[src/rtl/fft_pkg.sv]
// rtl/fft_pkg.sv - shared state encoding and bit-reversal helper for the FFT loader
package fft_pkg;

  typedef enum logic [1:0] {
    LOAD  = 2'd0,
    FLUSH = 2'd1,
    START = 2'd2,
    WAIT  = 2'd3
  } state_t;

  localparam int unsigned BITREV_MAX = 16;

  // Reverses the low n_bits of v; bits above n_bits come back as zero.
  function automatic logic [BITREV_MAX-1:0] bitrev(input logic [BITREV_MAX-1:0] v,
                                                   input int unsigned n_bits);
    logic [BITREV_MAX-1:0] r;
    r = '0;
    for (int i = 0; i < BITREV_MAX; i++) begin
      r[BITREV_MAX-1-i] = v[i];
    end
    return r >> (BITREV_MAX - n_bits);
  endfunction

endpackage

[src/rtl/hann_lut.sv]
// rtl/hann_lut.sv - registered 32-point Q1.15 Hann window ROM, one-cycle read
module hann_lut #(
  parameter int width = 16,
  parameter int N_2   = 5
) (
  input  logic             i_clk,
  input  logic [N_2-1:0]   i_adr,
  output logic [width-1:0] o_data
);

  logic [N_2-1:0]   w_fold;
  logic [width-1:0] r_data;

  // The window is symmetric about N/2, so index N-k reads the same word as k.
  assign w_fold = i_adr[N_2-1] ? (~i_adr + 1'b1) : i_adr;

  function automatic logic [15:0] half_rom(input logic [N_2-1:0] idx);
    logic [15:0] v;
    case (int'(idx))
      0:       v = 16'd0;
      1:       v = 16'd315;
      2:       v = 16'd1247;
      3:       v = 16'd2761;
      4:       v = 16'd4799;
      5:       v = 16'd7281;
      6:       v = 16'd10114;
      7:       v = 16'd13187;
      8:       v = 16'd16384;
      9:       v = 16'd19580;
      10:      v = 16'd22653;
      11:      v = 16'd25486;
      12:      v = 16'd27968;
      13:      v = 16'd30006;
      14:      v = 16'd31520;
      15:      v = 16'd32452;
      16:      v = 16'd32767;
      default: v = 16'd0;
    endcase
    return v;
  endfunction

  // Registered ROM read
  always_ff @(posedge i_clk) begin
    r_data <= width'(half_rom(w_fold));
  end

  assign o_data = r_data;

endmodule

[src/rtl/fft_loader.sv]
// rtl/fft_loader.sv - windows real samples and writes them bit-reversed into FFT RAM
module fft_loader
  import fft_pkg::*;
#(
  parameter int width = 16,
  parameter int N_2   = 5
) (
  input  logic               i_clk,
  input  logic               i_reset,
  input  logic [width-1:0]   i_sample,
  input  logic               i_sample_valid,
  output logic               o_sample_ready,
  output logic               o_load_we,
  output logic [N_2-1:0]     o_load_adr,
  output logic [2*width-1:0] o_load_wd,
  output logic               o_fft_start,
  input  logic               i_fft_done
);

  localparam logic [N_2-1:0] K_LAST = '1;

  state_t             r_state;
  logic [N_2-1:0]     r_k;
  logic               r_ready;
  logic               r_start;

  logic               r_s1_v;
  logic [width-1:0]   r_s1_sample;
  logic [N_2-1:0]     r_s1_k;
  logic               r_s2_v;
  logic [width-1:0]   r_s2_sample;
  logic [N_2-1:0]     r_s2_k;

  logic               r_we;
  logic [N_2-1:0]     r_adr;
  logic [2*width-1:0] r_wd;

  logic                    w_accept;
  logic [width-1:0]        w_hann;
  logic signed [2*width-1:0] w_prod;
  logic signed [width-1:0] w_win;
  logic signed [width-1:0] w_re;
  logic [BITREV_MAX-1:0]   w_rev_full;
  logic [N_2-1:0]          w_rev;
  logic                    w_unused_bits;

  assign w_accept = i_sample_valid && r_ready;

  // The LUT is addressed by the natural index one cycle after accept.
  hann_lut #(.width(width), .N_2(N_2)) u_hann_lut (
    .i_clk  (i_clk),
    .i_adr  (r_s1_k),
    .o_data (w_hann)
  );

  assign w_prod = $signed(r_s2_sample) * $signed(w_hann);
  assign w_win  = w_prod[2*width-2:width-1];
  assign w_re   = w_win >>> N_2;

  assign w_rev_full = bitrev(BITREV_MAX'(r_s2_k), N_2);
  assign w_rev      = w_rev_full[N_2-1:0];

  assign w_unused_bits = ^{w_prod[2*width-1], w_prod[width-2:0], w_rev_full[BITREV_MAX-1:N_2]};

  // Frame control: accept N samples, drain the pipe, pulse start, wait for the core
  always_ff @(posedge i_clk) begin
    if (i_reset) begin
      r_state <= LOAD;
      r_k     <= '0;
      r_ready <= 1'b0;
      r_start <= 1'b0;
    end else begin
      case (r_state)
        LOAD: begin
          r_ready <= 1'b1;
          r_start <= 1'b0;
          if (w_accept) begin
            r_k <= r_k + 1'b1;
            if (r_k == K_LAST) begin
              r_state <= FLUSH;
              r_ready <= 1'b0;
            end
          end
        end
        FLUSH: begin
          r_ready <= 1'b0;
          // Pipe empty while a write is on the outputs means that write is the last one.
          if (r_we && !r_s1_v && !r_s2_v) begin
            r_state <= START;
            r_start <= 1'b1;
          end
        end
        START: begin
          r_start <= 1'b0;
          r_state <= WAIT;
        end
        WAIT: begin
          if (i_fft_done) begin
            r_state <= LOAD;
            r_ready <= 1'b1;
            r_k     <= '0;
          end
        end
        default: begin
          r_state <= LOAD;
          r_ready <= 1'b0;
          r_start <= 1'b0;
        end
      endcase
    end
  end

  // Pipeline valid bits follow accepted samples through the LUT and multiply stages
  always_ff @(posedge i_clk) begin
    if (i_reset) begin
      r_s1_v <= 1'b0;
      r_s2_v <= 1'b0;
    end else begin
      r_s1_v <= w_accept;
      r_s2_v <= r_s1_v;
    end
  end

  // Sample and index ride alongside the LUT read; no reset needed on data
  always_ff @(posedge i_clk) begin
    r_s1_sample <= i_sample;
    r_s1_k      <= r_k;
    r_s2_sample <= r_s1_sample;
    r_s2_k      <= r_s1_k;
  end

  // Registered RAM write port: scaled real part, zero imaginary part
  always_ff @(posedge i_clk) begin
    if (i_reset) begin
      r_we  <= 1'b0;
      r_adr <= '0;
      r_wd  <= '0;
    end else begin
      r_we <= r_s2_v;
      if (r_s2_v) begin
        r_adr <= w_rev;
        r_wd  <= {w_re, {width{1'b0}}};
      end
    end
  end

  assign o_sample_ready = r_ready;
  assign o_load_we      = r_we;
  assign o_load_adr     = r_adr;
  assign o_load_wd      = r_wd;
  assign o_fft_start    = r_start;

endmodule

[config.mk]
export PLATFORM = sky130hd
export DESIGN_NAME = fft_loader
export DESIGN_NICKNAME = d
export VERILOG_FILES = /design/src/rtl/fft_pkg.sv /design/src/rtl/hann_lut.sv /design/src/rtl/fft_loader.sv
export SDC_FILE = /design/constraint.sdc
export NUM_CORES = 1
export LEC_CHECK = 0
export CAP_MARGIN = 20
export CORE_MARGIN = 8
export CORE_UTILIZATION = 25
export DETAILED_ROUTE_END_ITERATION = 10
export PLACE_DENSITY = 0.46
export SETUP_SLACK_MARGIN = 0.05
export SKIP_LAST_GASP = 1
export SLEW_MARGIN = 20
export SYNTH_ARGS = -nofsm -noshare
export SYNTH_HDL_FRONTEND = slang
export SYNTH_SLANG_ARGS = --single-unit
export TNS_END_PERCENT = 100
[constraint.sdc]
create_clock -name i_clk -period 6.4 [get_ports i_clk]
set_input_delay 0.64 -clock i_clk [delete_from_list [all_inputs] [get_ports i_clk]]
set_output_delay 0.64 -clock i_clk [all_outputs]
set_load 0.01 [all_outputs]
=== Word-level counts from Yosys, hierarchy flattened ===
Memory sizes are Yosys's and may differ from the RTL's. A register that Yosys moved wholly into a read port is not among the register bits.
Cells that the tools add are included.

* Flip-flop bits (word level): 86
* Latch bits: 0
* RAM bits: 0
* ROM bits: 480
* Bits of input ports: 20
* Output and inout port bits: 40
* Logic and storage cells: 56
* Memories: 1

{| class="wikitable"
|+ Memory list
! name !! depth !! width !! rd ports !! clocked after memory_dff !! wr ports !! line !! RTL
|-
| (no name shown) || 32 || 15 || 1 || 1 || 0 || hann_lut.sv:19 || <nowiki>case (int'(idx))</nowiki>
|}

* Add/sub/neg operators: 2
* Multipliers: 1
* Divide/modulo/power cells: 0
* Order comparisons: 0
* Equal/unequal tests: 8
* Shift-type cells: 0
* Multiplexer cells: 15
* Bitwise logic cells: 1
* Reduce and logical (&&, ||, !) cells: 14

{| class="wikitable"
|+ Operator list
! operator !! count
|-
| $mul A16 B16 Y31 || 1
|-
| $mux W5 || 3
|-
| $add A5 B1 Y5 const B || 2
|-
| $pmux W5 S2 || 1
|-
| $mux W2 || 4
|-
| $ne A2 B2 Y1 const B || 4
|-
| $pmux W2 S4 || 1
|-
| $eq A5 B5 Y1 const B || 1
|-
| $not A5 Y5 || 1
|-
| $eq A2 B2 Y1 const B || 2
|-
| $mux W1 || 4
|-
| $reduce_and A2 Y1 || 2
|-
| $reduce_and A4 Y1 || 1
|-
| $reduce_bool A2 Y1 || 2
|-
| $logic_and A1 B1 Y1 || 3
|-
| $pmux W1 S3 || 1
|-
| $reduce_and A3 Y1 || 1
|-
| $reduce_bool A3 Y1 || 1
|-
| $eq A2 B1 Y1 const B || 1
|-
| $logic_not A1 Y1 || 2
|-
| $logic_not A2 Y1 || 1
|-
| $pmux W1 S2 || 1
|-
| $reduce_or A2 Y1 || 1
|}

=== Depth between registers and ports, before layout ===
* Word-level depth: 5
* Gate-level depth with buffers: 23
* Gate-level depth less buffers: 22

=== Hierarchy ===
From an unflattened synthesis, not the netlist that was laid out.

* Cell total of the unflattened synthesis: 1300
* Area, all modules: 12423.2 um^2

{| class="wikitable"
|+ By module, submodules not included
! module !! instances !! cells each !! area each (um^2) !! sequential area each (um^2)
|-
| fft_loader || 1 || 1194 || 11468.5 || 1401.3
|-
| hann_lut || 1 || 106 || 954.7 || 300.3
|}

=== Least setup slack after synthesis ===
Ideal clock, no wire load.

* Path type: register to register
* From: register r_s2_sample[15]
* To: register r_wd[23], in the netlist o_load_wd[23]
* Library setup time: 0.122 ns
* Data arrival time: 5.898 ns
* Required time: 6.278 ns
* Path slack: 0.380 ns
* Cell stages (with the launch flop): 20
* Path buffers: 1
* Period minus slack after synthesis: 6.020 ns
* Cells stage by stage: dfxtp_1 > clkbuf_1 > nand2_1 > fa_1 > inv_1 > fa_1 > fa_1 > fa_1 > fa_1 > inv_1 > fa_1 > inv_1 > ha_1 > a21oi_1 > o21ai_0 > a211o_1 > o311a_4 > o32a_1 > a211oi_1 > o41ai_1

* Cells in the longest elaborated chain, start to end: 1

{| class="wikitable"
|+ Ends and longest elaborated chain
! item !! line !! RTL
|-
| start: declaration || fft_loader.sv:31 || <nowiki>logic [width-1:0] r_s2_sample;</nowiki>
|-
| start signal: assignment || fft_loader.sv:128 || <nowiki>r_s2_sample <= r_s1_sample;</nowiki>
|-
| $mul A16 B16 Y31 || fft_loader.sv:56 || <nowiki>assign w_prod = $signed(r_s2_sample) * $signed(w_hann);</nowiki>
|-
| end signal: assignment || fft_loader.sv:142 || <nowiki>r_wd <= {w_re, {width{1'b0}}};</nowiki>
|-
| end: declaration || fft_loader.sv:36 || <nowiki>logic [2*width-1:0] r_wd;</nowiki>
|}

No other way between the ends.
A chain may end at the register's enable or synchronous reset.

=== Final worst setup path ===
* From: register u_hann_lut.r_data[4], in the netlist u_hann_lut.o_data[4]
* To: register r_wd[23], in the netlist o_load_wd[23]

* Cells in the longest elaborated chain, start to end: 1

{| class="wikitable"
|+ Ends and longest elaborated chain
! item !! line !! RTL
|-
| start: declaration || hann_lut.sv:12 || <nowiki>logic [width-1:0] r_data;</nowiki>
|-
| $mul A16 B16 Y31 || fft_loader.sv:56 ||
|}

No other way between the ends.

==> impl_results.md <==
- DRC errors left: 0
- GP Congestion: ~0.82
- Register clock-pin slew on the reported worst setup and hold paths: around 60 ps
- Post-synth ARST share: 0%
- Total congestion overflow: 0
- R2R cell count: 19
- Reg2reg setup slack: 270 ps
- Initial Utilization: 25.1%
- Routed WL: 29,100 um
- CP startpoint: u_hann_lut.o_data[4]$_DFF_P_
- First-pass GRT wire length: between 40,000 and 50,000 um
- Post-synth EDFFs: 0
- # nets final: 1,670
- Largest net degree at the start of global routing: 34
- Hold_sp: r_s1_sample[1]$_DFF_P_
- Initial DRC count: 306
- Total die area: ~55,000 sq um
- R2r endpoint: o_load_wd[23]$_SDFFE_PP0P_
- Post-route clock period utilization: 95.8%
- Relative slew slack: a little over a third
- WL/cell: 15.0 um
- Post-DP HPWL: between 20,000 and 25,000 um
- Crit path kind: register to register
- Most common cell after layout, fill and taps aside: inv_1
- PortBufs: 43
- Flop and latch count out of synthesis: 85
- Slew Limit Fails: 0
- Area Growth Syn to Fin: 14.0%
- Crit end category: register
- Setup tns final: 0 ps
- Cells after synthesis: 1,271
- Ratio of cells with drive above 1 in the final layout: 7.10%
- Most frequent cells in the layout: inv_1, fa_1, nand2_1
- Die width: 234 um
- Final Hold Viols: 0
- Crit path to: o_load_wd[23]$_SDFFE_PP0P_
- Reg2reg start: u_hann_lut.o_data[4]$_DFF_P_
- Postcts setup bufs: 0
- Crit start category: register
- Vias in the first global route: 8,891
- Row count: 80
- Worst-Margin Slew: approximately 960 ps
- Run status: finished clean
- Max Clk Rate: 163 MHz
- Design Power: 0.00208 W
- Post-synthesis cell area: 11,900 sq um
- Main flop type after synthesis: dfxtp_1
- Arrival @ worst endpoint: ~6400 ps
- # hold bufs at CTS: 0
- Clk sinks: 85
- Worst min-delay path category: register to register
- Core area: 47,300 sq um
- Vias per inst: around 4.2
- Tmin final: 6130 ps
- Crit path max fanout: 11
- Num CTS Buffers: 9
- Final setup viols: 0
- Pwr dens: 154 nW/um^2
- Avg Inst Size Synth: 9.34 sq um
- LEAKAGE: 6.45 nW
- DR pass1 iterations: 4
- Latest clock arrival within the worst-skew pair: 360 ps
- Root Buffer: clkbuf_16
- Tot GR Track Use: 11.2%
- FILL cells: slightly above 5,000
- Max-Cap Viols: 0
- IO Pins: 60
- Vias: between 8,000 and 9,000
- Synth cell types: 62
- Die height: 234 um
- CTS max path bufs: 2
- Worst vdd ir: 0.000130 V
- Sequential share of the synthesized area: between 10% and 20%
- Syn. warnings: 0
- CTS tree: done
- RSZ-0062 raised after global routing: yes
- Clock Skew: 8.41 ps
- Antenna Nets Post-Route: 0
- N_diodes: 0
- Antenna violations before repair: 0
- CTS H-tree depth: 3
- Worst Path Required: 6640 ps
worst max-delay path: stages, from the launching register on:
cell and delay [ps]:
dfxtp_2 380, and2_1 200, fa_1 550, inv_1 60, fa_1 460, fa_1 520
fa_1 560, inv_1 50, fa_1 470, inv_1 50, fa_1 470, inv_1 40
ha_1 310, and3_1 190, and4_4 180, a211o_1 380, o311a_4 420, o32a_1 380
a211oi_1 250, o41ai_1 90
Yosys cell counts (2+ instances only):
master      n  area, sq um
buf_4      21          158
o221ai_1    2         17.5
ha_1       91         1140
clkbuf_1   39          146
o31ai_1     3         22.5
and3_1      5         31.3
o41ai_1     3         26.3
xnor2_1    14          123
o21ai_0    33          165
and2_1    119          744
xor2_1      4         35.0
nor2_1     34          128
nand3_1     3         15.0
o311ai_0    2         17.5
a21o_1      4         30.0
or3b_2      2         17.5
a211oi_1    9         67.6
or3_1       2         12.5
a211o_1     2         17.5
nor4_1      2         12.5
a31oi_1     4         25.0
o21a_1      5         37.5
inv_1     292         1100
mux2i_1     8         80.1
nand2b_1   11         68.8
nor3_1      5         25.0
nor2b_1     4         25.0
o32a_1      2         20.0
a21boi_0    3         22.5
dfxtp_1    85         1700
and4_1      2         17.5
buf_1       4         15.0
nand2_1   141          529
fa_1      240         4800
a32oi_1     2         17.5
a21oi_1    39          195
nand4_1     5         31.3
what timing repair did:
item	CTS	global route
pin swaps	0	2
resized for setup	4	25
setup endpoints to repair	3	8
final cells by class:
type	count	area, sq um	share of cell area [%]
Sequential cell	85	1740	12.8
Tap cell	615	769	5.69
Clock buffer	11	243	1.79
Timing Repair Buffer	86	782	5.78
Inverter	292	1100	8.10
Multi-Input combinational cell	845	8840	65.4
Clock inverter	5	58.8	0.435
stage by stage:
step	hold WS (ps)	cells	util [%]	cell area [sq um]	setup slack, ps
global placement	312	1923	27.8	13200	127
finish	325	1939	28.6	13500	271
global route	331	1939	28.6	13500	44.3
CTS	328	1939	28.4	13500	54.0
floorplan	310	1286	-	11900	380
detailed placement	312	1923	27.8	13200	-9.81
how the worst min path moves through the flow:
stage                                          to  slack (ps)  cells past startpoint
after global routing       r_s2_sample[2]$_DFF_P_         330                      0
after floorplan            r_s2_sample[0]$_DFF_P_         310                      0
final                      r_s2_sample[1]$_DFF_P_         330                      0
after CTS                 r_s2_sample[13]$_DFF_P_         330                      0
after global placement    r_s2_sample[13]$_DFF_P_         310                      0
after detailed placement  r_s2_sample[13]$_DFF_P_         310                      0
report_power, final:
group | internal (W) | leakage [nW] | total (W) | switching, W
Clock | 0.000314 | 0.142 | 0.000540 | 0.000226
Sequential | 0.000553 | 0.704 | 0.000594 | 0.0000416
Combinational | 0.000406 | 5.60 | 0.000944 | 0.000538
Total | 0.00127 | 6.45 | 0.00208 | 0.000806
sequential cells by signal (all words and copies together) (netlist names), 2 cells and up:
signal / count
r_s2_k: 5
o_load_wd: 11
r_s2_sample: 16
r_s1_k: 5
r_state: 2
r_s1_sample: 16
o_load_adr: 5
r_k: 5
u_hann_lut.o_data: 15
logic make-up (layout without fill, tap and decap cells):
kind of cell,count (synthesis),count (layout),synth area share [%]
other cells,1,16,0.0316
fa+ha+maj,331,331,50.1
compound gates,128,128,7.01
simple gates,344,344,14.6
flops,85,85,14.3
mux,8,8,0.675
xor+xnor,18,18,1.33
buf+inv,356,394,11.9
routing by layer:
metal | vias to the layer above | track usage, % | wire length, um
met5 | - | 0 | 0
met4 | 0 | 3.26 | 431
met3 | 18 | 1.48 | 725
met2 | 94 | 19.5 | 15100
met1 | 4106 | 14.3 | 12800
li1 | 3892 | - | -
Note: power is estimated with default switching activity, not from simulation.
